File: src/rtl/lcd_pkg.sv
// Shared types and constants for the HD44780 bus engine.
// The init ROM is only consulted when LCD_INIT_SEQ_EN is defined.
package lcd_pkg;

  typedef enum logic [2:0] {
    PWRUP,
    INIT_LOAD,
    SETUP,
    EN_HI,
    HOLD,
    EXEC,
    IDLE
  } lcd_state_t;

  localparam logic [7:0] CMD_CLEAR   = 8'h01;
  localparam logic [7:0] CMD_HOME    = 8'h02;
  localparam logic [7:0] CMD_FUNCSET = 8'h38;
  localparam logic [7:0] CMD_DISPON  = 8'h0C;
  localparam logic [7:0] CMD_ENTRY   = 8'h06;

  localparam int INIT_LEN = 4;
  localparam logic [7:0] INIT_ROM [INIT_LEN] = '{CMD_FUNCSET, CMD_DISPON, CMD_ENTRY, CMD_CLEAR};

  // Clear and both home encodings (0x02/0x03) need the long execution wait.
  function automatic logic is_long_cmd(input logic rs, input logic [7:0] b);
    return !rs && (b == CMD_CLEAR || b == CMD_HOME || b == 8'h03);
  endfunction

endpackage

File: src/rtl/lcd_delay_cnt.sv
// Loadable down-counter shared by every timed state of the bus engine.
// Holds at zero once expired; done is asserted while the count is zero.
module lcd_delay_cnt #(
  parameter int            CW      = 20,
  parameter logic [CW-1:0] RST_VAL = '0
) (
  input  logic          clk,
  input  logic          rst,
  input  logic          load,
  input  logic [CW-1:0] load_val,
  output logic          done
);

  logic [CW-1:0] cnt_reg;

  always_ff @(posedge clk) begin
    if (rst) begin
      cnt_reg <= RST_VAL;
    end else if (load) begin
      cnt_reg <= load_val;
    end else if (cnt_reg != '0) begin
      cnt_reg <= cnt_reg - 1'b1;
    end
  end

  assign done = (cnt_reg == '0);

endmodule

File: src/rtl/lcd_bus_engine.sv
// HD44780 8-bit write-only bus timing engine with power-up wait.
// Define LCD_INIT_SEQ_EN to run the built-in 4-command init sequence.
module lcd_bus_engine
  import lcd_pkg::*;
#(
  parameter int T_PWRUP = 750000,
  parameter int T_SETUP = 2,
  parameter int T_EN    = 24,
  parameter int T_HOLD  = 2,
  parameter int T_EXEC  = 2000,
  parameter int T_CLEAR = 82000,
  parameter int CW      = 20
) (
  input  logic       clk,
  input  logic       rst,
  input  logic       in_valid,
  input  logic       in_rs,
  input  logic [7:0] in_data,
  output logic       in_ready,
  output logic       init_done,
  output logic       lcd_en,
  output logic       lcd_rs,
  output logic       lcd_rw,
  output logic [7:0] lcd_db,
  output logic       lcd_rst
);

  localparam int T_MAX = (T_PWRUP > T_CLEAR) ? T_PWRUP : T_CLEAR;

  generate
    if (T_PWRUP < 1 || T_SETUP < 1 || T_EN < 1 || T_HOLD < 1 || T_EXEC < 1 || T_CLEAR < 1) begin : g_bad_zero
      $error("lcd_bus_engine: every T_* parameter must be at least 1");
    end
    if (longint'(T_MAX) >= (longint'(1) << CW) || T_EXEC > T_MAX || T_EN > T_MAX) begin : g_bad_cw
      $error("lcd_bus_engine: CW too narrow for the largest delay");
    end
  endgenerate

  localparam logic [CW-1:0] LD_PWRUP = CW'(T_PWRUP - 1);
  localparam logic [CW-1:0] LD_SETUP = CW'(T_SETUP - 1);
  localparam logic [CW-1:0] LD_EN    = CW'(T_EN - 1);
  localparam logic [CW-1:0] LD_HOLD  = CW'(T_HOLD - 1);
  localparam logic [CW-1:0] LD_EXEC  = CW'(T_EXEC - 1);
  localparam logic [CW-1:0] LD_CLEAR = CW'(T_CLEAR - 1);

  lcd_state_t    state_reg, state_next;
  logic          rs_reg, rs_next;
  logic [7:0]    db_reg, db_next;
  logic          en_reg;
  logic          init_done_reg;
  logic          done_set;
  logic          cnt_load;
  logic [CW-1:0] cnt_val;
  logic          cnt_done;
`ifdef LCD_INIT_SEQ_EN
  logic [1:0]    idx_reg;
  logic          idx_inc;
`endif

  lcd_delay_cnt #(.CW(CW), .RST_VAL(LD_PWRUP)) u_delay (
    .clk      (clk),
    .rst      (rst),
    .load     (cnt_load),
    .load_val (cnt_val),
    .done     (cnt_done)
  );

  always_comb begin
    state_next = state_reg;
    rs_next    = rs_reg;
    db_next    = db_reg;
    cnt_load   = 1'b0;
    cnt_val    = '0;
    done_set   = 1'b0;
`ifdef LCD_INIT_SEQ_EN
    idx_inc    = 1'b0;
`endif
    case (state_reg)
      PWRUP: begin
        if (cnt_done) begin
`ifdef LCD_INIT_SEQ_EN
          state_next = INIT_LOAD;
`else
          state_next = IDLE;
          done_set   = 1'b1;
`endif
        end
      end
`ifdef LCD_INIT_SEQ_EN
      INIT_LOAD: begin
        rs_next    = 1'b0;
        db_next    = INIT_ROM[idx_reg];
        state_next = SETUP;
        cnt_load   = 1'b1;
        cnt_val    = LD_SETUP;
      end
`endif
      SETUP: begin
        if (cnt_done) begin
          state_next = EN_HI;
          cnt_load   = 1'b1;
          cnt_val    = LD_EN;
        end
      end
      EN_HI: begin
        if (cnt_done) begin
          state_next = HOLD;
          cnt_load   = 1'b1;
          cnt_val    = LD_HOLD;
        end
      end
      HOLD: begin
        if (cnt_done) begin
          state_next = EXEC;
          cnt_load   = 1'b1;
          cnt_val    = is_long_cmd(rs_reg, db_reg) ? LD_CLEAR : LD_EXEC;
        end
      end
      EXEC: begin
        if (cnt_done) begin
          state_next = IDLE;
`ifdef LCD_INIT_SEQ_EN
          if (!init_done_reg) begin
            if (idx_reg == 2'd3) begin
              done_set = 1'b1;
            end else begin
              idx_inc    = 1'b1;
              state_next = INIT_LOAD;
            end
          end
`endif
        end
      end
      IDLE: begin
        // Bus registers only change here and in INIT_LOAD, i.e. on entry to SETUP.
        if (in_valid) begin
          rs_next    = in_rs;
          db_next    = in_data;
          state_next = SETUP;
          cnt_load   = 1'b1;
          cnt_val    = LD_SETUP;
        end
      end
      default: state_next = PWRUP;
    endcase
  end

  always_ff @(posedge clk) begin
    if (rst) begin
      state_reg     <= PWRUP;
      rs_reg        <= 1'b0;
      db_reg        <= 8'h00;
      en_reg        <= 1'b0;
      init_done_reg <= 1'b0;
    end else begin
      state_reg <= state_next;
      rs_reg    <= rs_next;
      db_reg    <= db_next;
      en_reg    <= (state_next == EN_HI);
      if (done_set) init_done_reg <= 1'b1;
    end
  end

`ifdef LCD_INIT_SEQ_EN
  always_ff @(posedge clk) begin
    if (rst) begin
      idx_reg <= 2'd0;
    end else if (idx_inc) begin
      idx_reg <= idx_reg + 2'd1;
    end
  end
`endif

  assign in_ready  = (state_reg == IDLE);
  assign init_done = init_done_reg;
  assign lcd_en    = en_reg;
  assign lcd_rs    = rs_reg;
  assign lcd_rw    = 1'b0;
  assign lcd_db    = db_reg;
  assign lcd_rst   = ~rst;

endmodule

File: config.mk
export PLATFORM = sky130hd
export DESIGN_NAME = lcd_bus_engine
export DESIGN_NICKNAME = d
export VERILOG_FILES = /design/src/rtl/lcd_pkg.sv /design/src/rtl/lcd_delay_cnt.sv /design/src/rtl/lcd_bus_engine.sv
export SDC_FILE = /design/constraint.sdc
export NUM_CORES = 1
export LEC_CHECK = 0
export ABC_AREA = 1
export ABC_CLOCK_PERIOD_IN_PS = 1530
export BUFFER_PORTS_ARGS = -buffer_cell sky130_fd_sc_hd__clkbuf_2
export CAP_MARGIN = 20
export CORE_MARGIN = 2
export CORE_UTILIZATION = 54
export CTS_BUF_LIST = sky130_fd_sc_hd__clkbuf_8
export DETAILED_ROUTE_END_ITERATION = 10
export HOLD_SLACK_MARGIN = 0.02
export PLACE_DENSITY = 0.78
export SETUP_SLACK_MARGIN = 0.5
export SYNTH_ARGS = -nofsm -noshare
export SYNTH_HDL_FRONTEND = slang
export SYNTH_SLANG_ARGS = --single-unit
export TNS_END_PERCENT = 30
File: constraint.sdc
create_clock -name clk -period 1.53 [get_ports clk]
set_clock_uncertainty 0.1 [all_clocks]
set_input_delay 0.153 -clock clk [delete_from_list [all_inputs] [get_ports clk]]
set_output_delay 0.153 -clock clk [all_outputs]
set_load 0.03 [all_outputs]
==> impl_metrics.toml, run 1 <==
[outcome]
status = "complete, but fails checks"
violations = "setup timing"

[final_layout]
n_antenna_cell = 0
layout_common_cells = "67 x nand2_1, 57 x buf_4, 23 x nand3_1, 23 x dfxtp_2"
drive_gt1_frac = 0.5343
fin_cells = 456
largest_register_ffs = 20
design_area_um2 = 3405
syn_to_final_growth_pct = 62.55
fin_nets = 421
final_common_cell = "nand2_1"

[synthesis]
syn_area_um2 = 2095
synth_warnings = 0
synthDistinctLibCells = 34
synth_seq_cells = 34
synth-async-reset-ratio = 0
synthCells = 315
synthFlopType = "dfxtp_1"
syn_nets = 329
synth_edf_count = 0
synth_sequential_area_ratio = 0.3250
syn_area_per_cell_um2 = 6.649

[global_route]
grt_pass1_wl_um = 11770
grt_max_degree = 13
antenna_found_initial = 0
track_usage = 0.3553
grt-ovfl-total = 0
grt_pass1_vias = 2555

[die]
start_util = 0.5678
die_height_um = 66.28
die_w_um = 66.28
dieArea_um2 = 4393
row_count = 22
core-area_um2 = 3689
ios = 26

[setup_path]
cp_max_fo = 8
arrival_ps = 1900
critPathLaunchType = "register"
crit_required_ps = 1610
critical_path_class = "reg -> reg"
endpoint_kind = "register"

[pwr]
powerDensity_nw_per_um2 = 616.6
p_total_mw = 2.099
ir_drop_v = 0.0006817
cellLeakagePower_nw = 1.483

[placement]
placedCellCount = 433
hpwl_um = 4697
port_buffers = 24
gp_congestion = 0.9572
place_area_um2 = 2665

[sta]
report.final.slew_viol_count = 0
fmax_mhz = 547.5
rsz0062_at_grt = "yes"
tns_ps = -4112
fin_ws_ps = -296.4
final-setup-viol-count = 26
finalCritPeriodShare = 1.194
final_hold_viol_count = 0
min_period_ps = 1826

[clock_tree]
clock_latency_ps = 290
clk_pin_slew_ps = 80
cts_tree = "yes"
cts-buffers-inserted = 5
cts.sinks = 34
clockBufferDepth = 2
cts_root_buf = "clkbuf_8"
cts-htree-levels = 2

[drt]
dr_total_vias = 2885
avgViaCountPerCell = 6.327
drt_iter0_drc = 373
ant_nets = 0
routed_wl_um = 10060
wl_per_cell_um = 22.05
drc = 0
firstDrtPassIters = 8

[job]
maxCapViolations = 0

[hold_path]
hold_path.class = "in -> reg"
-- critical path, stage by stage (launching register included) --
cell     delay, ps
dfxtp_4        370
nor2_4         170
nand2_4        100
nor2_4         130
nand2_2        100
nor2_4         220
nand2_4        150
nand3_1        130
nand2_1         80
nand2_1        100
nand2_1         70
-- Yosys cell counts, types with 2 or more instances --
| master | number | area, um^2 |
|---|---|---|
| nand3b_1 | 3 | 22.52 |
| clkbuf_1 | 3 | 11.26 |
| nand4_1 | 6 | 37.54 |
| xor2_1 | 7 | 61.31 |
| buf_2 | 2 | 10.01 |
| a21oi_1 | 15 | 75.07 |
| nor2_2 | 9 | 56.30 |
| dfxtp_1 | 34 | 680.7 |
| buf_6 | 2 | 22.52 |
| inv_2 | 5 | 18.77 |
| nor3_1 | 6 | 30.03 |
| inv_1 | 26 | 97.59 |
| xnor2_1 | 3 | 26.28 |
| nor2_1 | 40 | 150.1 |
| o21ai_0 | 2 | 10.01 |
| nand2_4 | 4 | 45.04 |
| nand2_2 | 6 | 37.54 |
| nand3_2 | 2 | 20.02 |
| or2_2 | 2 | 12.51 |
| nor2_4 | 6 | 67.56 |
| nand2_1 | 85 | 319.1 |
| ha_1 | 2 | 25.02 |
| nand3_1 | 34 | 170.2 |
-- stage by stage --
step	hold slack (ps)	setup WS (ps)	util
global route	52.19	-393.1	0.9230
floorplan	122.1	8.727	-
detailed placement	314.4	-196.1	0.7225
CTS	20.39	-73.98	0.8304
finish	42.19	-296.4	0.9230
global placement	304.0	-169.8	0.7225
-- kinds of logic (layout without fill, tap and decap cells) --
group	count (synthesis)	after routing	synth area share
AO/OA/AOI/OAI	22	22	0.05974
XOR/XNOR	10	10	0.04182
adder cells (fa/ha/maj)	2	2	0.01195
buffers and inverters	40	133	0.08184
flip-flops	34	34	0.3250
other	1	1	0.001790
AND/OR/NAND/NOR	206	206	0.4779
-- layer usage --
layer	share of wire	vias up	track usage
met5	0	-	0
met4	0.098	0	0.1378
met3	0.11	117	0.06303
met2	0.46	308	0.6450
met1	0.33	1282	0.4081
li1	-	1178	-
-- timing repair --
action,CTS,global route
gates resized for setup,62,89
hold buffers,5,0
pin swaps,21,27
setup endpoints to repair,47,47
buffers inserted,5,5
hold endpoints to repair,5,0
-- layout make-up --
cell class              count  area [um^2]
clock inverters             3        37.54
multi-input cells         241         1577
fillers                   128        284.0
well taps                  48        60.06
flip-flops and latches     34        720.7
repair buffers             94        815.8
clock buffers               5        68.82
inverters                  31        125.1
-- power by group --
group          switching [mW]  internal (mW)
clock                   0.349          0.475
sequential             0.0260          0.896
combinational           0.214          0.139
-- worst paths after layout --
| kind | startpoint | endpoint | slack, ps | cells past startpoint |
|---|---|---|---|---|
| setup / recovery | u_delay.cnt_reg[7] | u_delay.cnt_reg[3] | -300 | 10 |
| hold / removal | in_data[6] | lcd_db[6] | 40 | 3 |
| setup reg to reg | u_delay.cnt_reg[7] | u_delay.cnt_reg[3] | -300 | 10 |
| hold reg to reg | lcd_db[6] | lcd_db[6] | 390 | 2 |
No activity file was read; power rests on OpenSTA's default activity.
==> inputs of run 2 (changes only) <==
--- a/config.mk
+++ b/config.mk
@@ -18,5 +18,6 @@
 export SETUP_SLACK_MARGIN = 0.5
 export SYNTH_ARGS = -nofsm -noshare
 export SYNTH_HDL_FRONTEND = slang
+export SYNTH_HIERARCHICAL = 1
 export SYNTH_SLANG_ARGS = --single-unit
 export TNS_END_PERCENT = 30
==> impl_metrics.toml, run 2 <==
[final_layout]
n_antenna_cell = 0
nFillCells = 115
multiInputGateArea_um2 = 1237
drive_gt1_frac = 0.4066
final_common_cell = "nand2_1"
fin_nets = 409
seqCellArea_um2 = 704.4
layout_common_cells = "64 x nand2_1, 62 x buf_4, 32 x nor2_1"
fin_cells = 442
largest_register_ffs = 20
design_area_um2 = 3074
syn_to_final_growth_pct = 57.80

[sta]
final-setup-viol-count = 26
final_hold_viol_count = 0
rsz0062_at_grt = "yes"
fmax_mhz = 394.8
fin_ws_ps = -1003
fin_hold_ws_ps = 219.5
report.final.slew_viol_count = 0
min_period_ps = 2533
finalCritPeriodShare = 1.656
tns_ps = -21870

[global_route]
grt_pass1_wl_um = 13130
grt_pass1_vias = 2649
grt-ovfl-total = 0
antenna_found_initial = 0
track_usage = 0.4219
grt_max_degree = 25

[die]
die_height_um = 64.07
die_w_um = 64.07
start_util = 0.5748
dieArea_um2 = 4104
row_count = 21
ios = 26
core-area_um2 = 3390

[placement]
port_buffers = 24
hpwl_um = 4041
placedCellCount = 418
place_area_um2 = 2570
gp_congestion = 0.8932

[clock_tree]
cts.sinks = 34
clockBufferDepth = 2
cts-htree-levels = 2
clock_latency_ps = 300
cts_tree = "yes"
clk_pin_slew_ps = 80
cts_root_buf = "clkbuf_8"
cts-buffers-inserted = 5

[synthesis]
synthDistinctLibCells = 31
synth_common_cells = "66 x nand2_1, 36 x nor2_1, 34 x dfxtp_1"
synth_top_area_frac = 0.3494
synth_warnings = 6
synth_area_leader_cell = "dfxtp_1"
synthFlopType = "dfxtp_1"
synth_sequential_area_ratio = 0.3494
synth_seq_cells = 34
synth_area_leaders = "dfxtp_1 35%, nand2_1 13%, a21oi_1 7.7%"
synth-async-reset-ratio = 0
syn_area_per_cell_um2 = 6.695
yosysMostFrequentCell = "nand2_1"
synth_edf_count = 0
syn_area_um2 = 1948
synthCells = 291

[pwr]
powerDensity_nw_per_um2 = 604.2
cellLeakagePower_nw = 1.348
clkPwrFrac = 0.435
ir_drop_v = 0.0005943
swShare = 0.2431
combPwrFrac = 0.084
p_total_mw = 1.858
internal_power_mw = 1.406
p_switching_mw = 0.4516
seqPwrFrac = 0.481

[drt]
routed_wl_um = 10420
wl_per_cell_um = 23.57
avgViaCountPerCell = 6.676
ant_nets = 0
firstDrtPassIters = 9
drc = 0
dr_total_vias = 2951
drt_iter0_drc = 638

[setup_path]
critPathLaunch = "u_delay/cnt_reg[17]"
r2r_end = "u_delay/cnt_reg[0]"
endpoint_kind = "register"
cp_max_fo = 7
arrival_ps = 2580
critPathLaunchType = "register"
critical_path_class = "reg -> reg"
reg2reg_from = "u_delay/cnt_reg[17]"
regToRegSetupSlack_ps = -1000
crit_required_ps = 1580
reg2regPathDepth = 13
worstSetupEndpoint = "u_delay/cnt_reg[0]"

[outcome]
status = "complete, but fails checks"
violations = "setup timing"

[job]
maxCapViolations = 0

[hold_path]
hold_path.class = "in -> reg"
-- run 2: final cells by class --
cell class,count,share of cell area
Multi-Input combinational cell,226,0.4025
Clock buffer,8,0.03582
Sequential cell,34,0.2291
Tap cell,46,0.01872
Timing Repair Buffer,99,0.2743
Inverter,29,0.03948
-- run 2: metal layers --
layer,global-route usage,share of wire,vias to the layer above
li1,-,-,1143
met1,0.4719,0.33,1293
met2,0.7096,0.43,365
met3,0.1180,0.14,150
met4,0.2500,0.11,0
met5,0,0,-
-- run 2: cells by family after synthesis --
group | Yosys count | share of synthesized area
compound gates | 48 | 0.1349
xor+xnor | 9 | 0.04046
buf+inv | 39 | 0.08735
simple gates | 158 | 0.3732
flops | 34 | 0.3494
fa+ha+maj | 2 | 0.01284
other cells | 1 | 0.001925
-- run 2: power groups by stage --
stage	registers [mW]	clock network, mW	logic (mW)
6_report	0.893	0.808	0.157
2_1_floorplan	0.916	0	0.0511
5_1_grt	0.893	0.842	0.163
3_5_place_dp	0.915	0	0.103
3_3_place_gp	0.915	0	0.101
4_1_cts	0.895	0.783	0.123
-- run 2: metrics by stage --
step / utilization / setup slack [ps]
after floorplan: - / -386.4
after global placement: 0.7582 / -380.5
after detailed placement: 0.7582 / -515.6
after CTS: 0.8715 / -406.1
after global routing: 0.9070 / -1030
final: 0.9070 / -1003
-- run 2: worst min-delay path by stage --
stage	from	to	slack [ps]	depth (start not counted)
after detailed placement	in_data[5]	lcd_db[5]	310	3
after floorplan	rst	lcd_db[3]	120	1
final	rst	lcd_db[5]	220	2
after global placement	in_rs	lcd_rs	300	3
after global routing	rst	lcd_db[4]	220	2
after CTS	rst	lcd_db[4]	160	2
-- run 2: repair_timing --
item	in CTS	in global routing
gates resized for setup	48	36
endpoints found under the setup margin	47	46
hold buffers	9	0
buffers inserted	4	3
hold endpoints to repair	9	0
pin swaps	5	8
-- run 2: critical path: stages, from the launching register on --
cell,delay (ps)
dfxtp_2,340
nor2_4,120
nand3_2,110
nor2_1,200
nand4_1,200
nor2_4,220
inv_2,90
o211ai_1,280
buf_4,240
inv_8,70
nand4_4,100
inv_2,70
nand2_2,80
o211ai_1,130
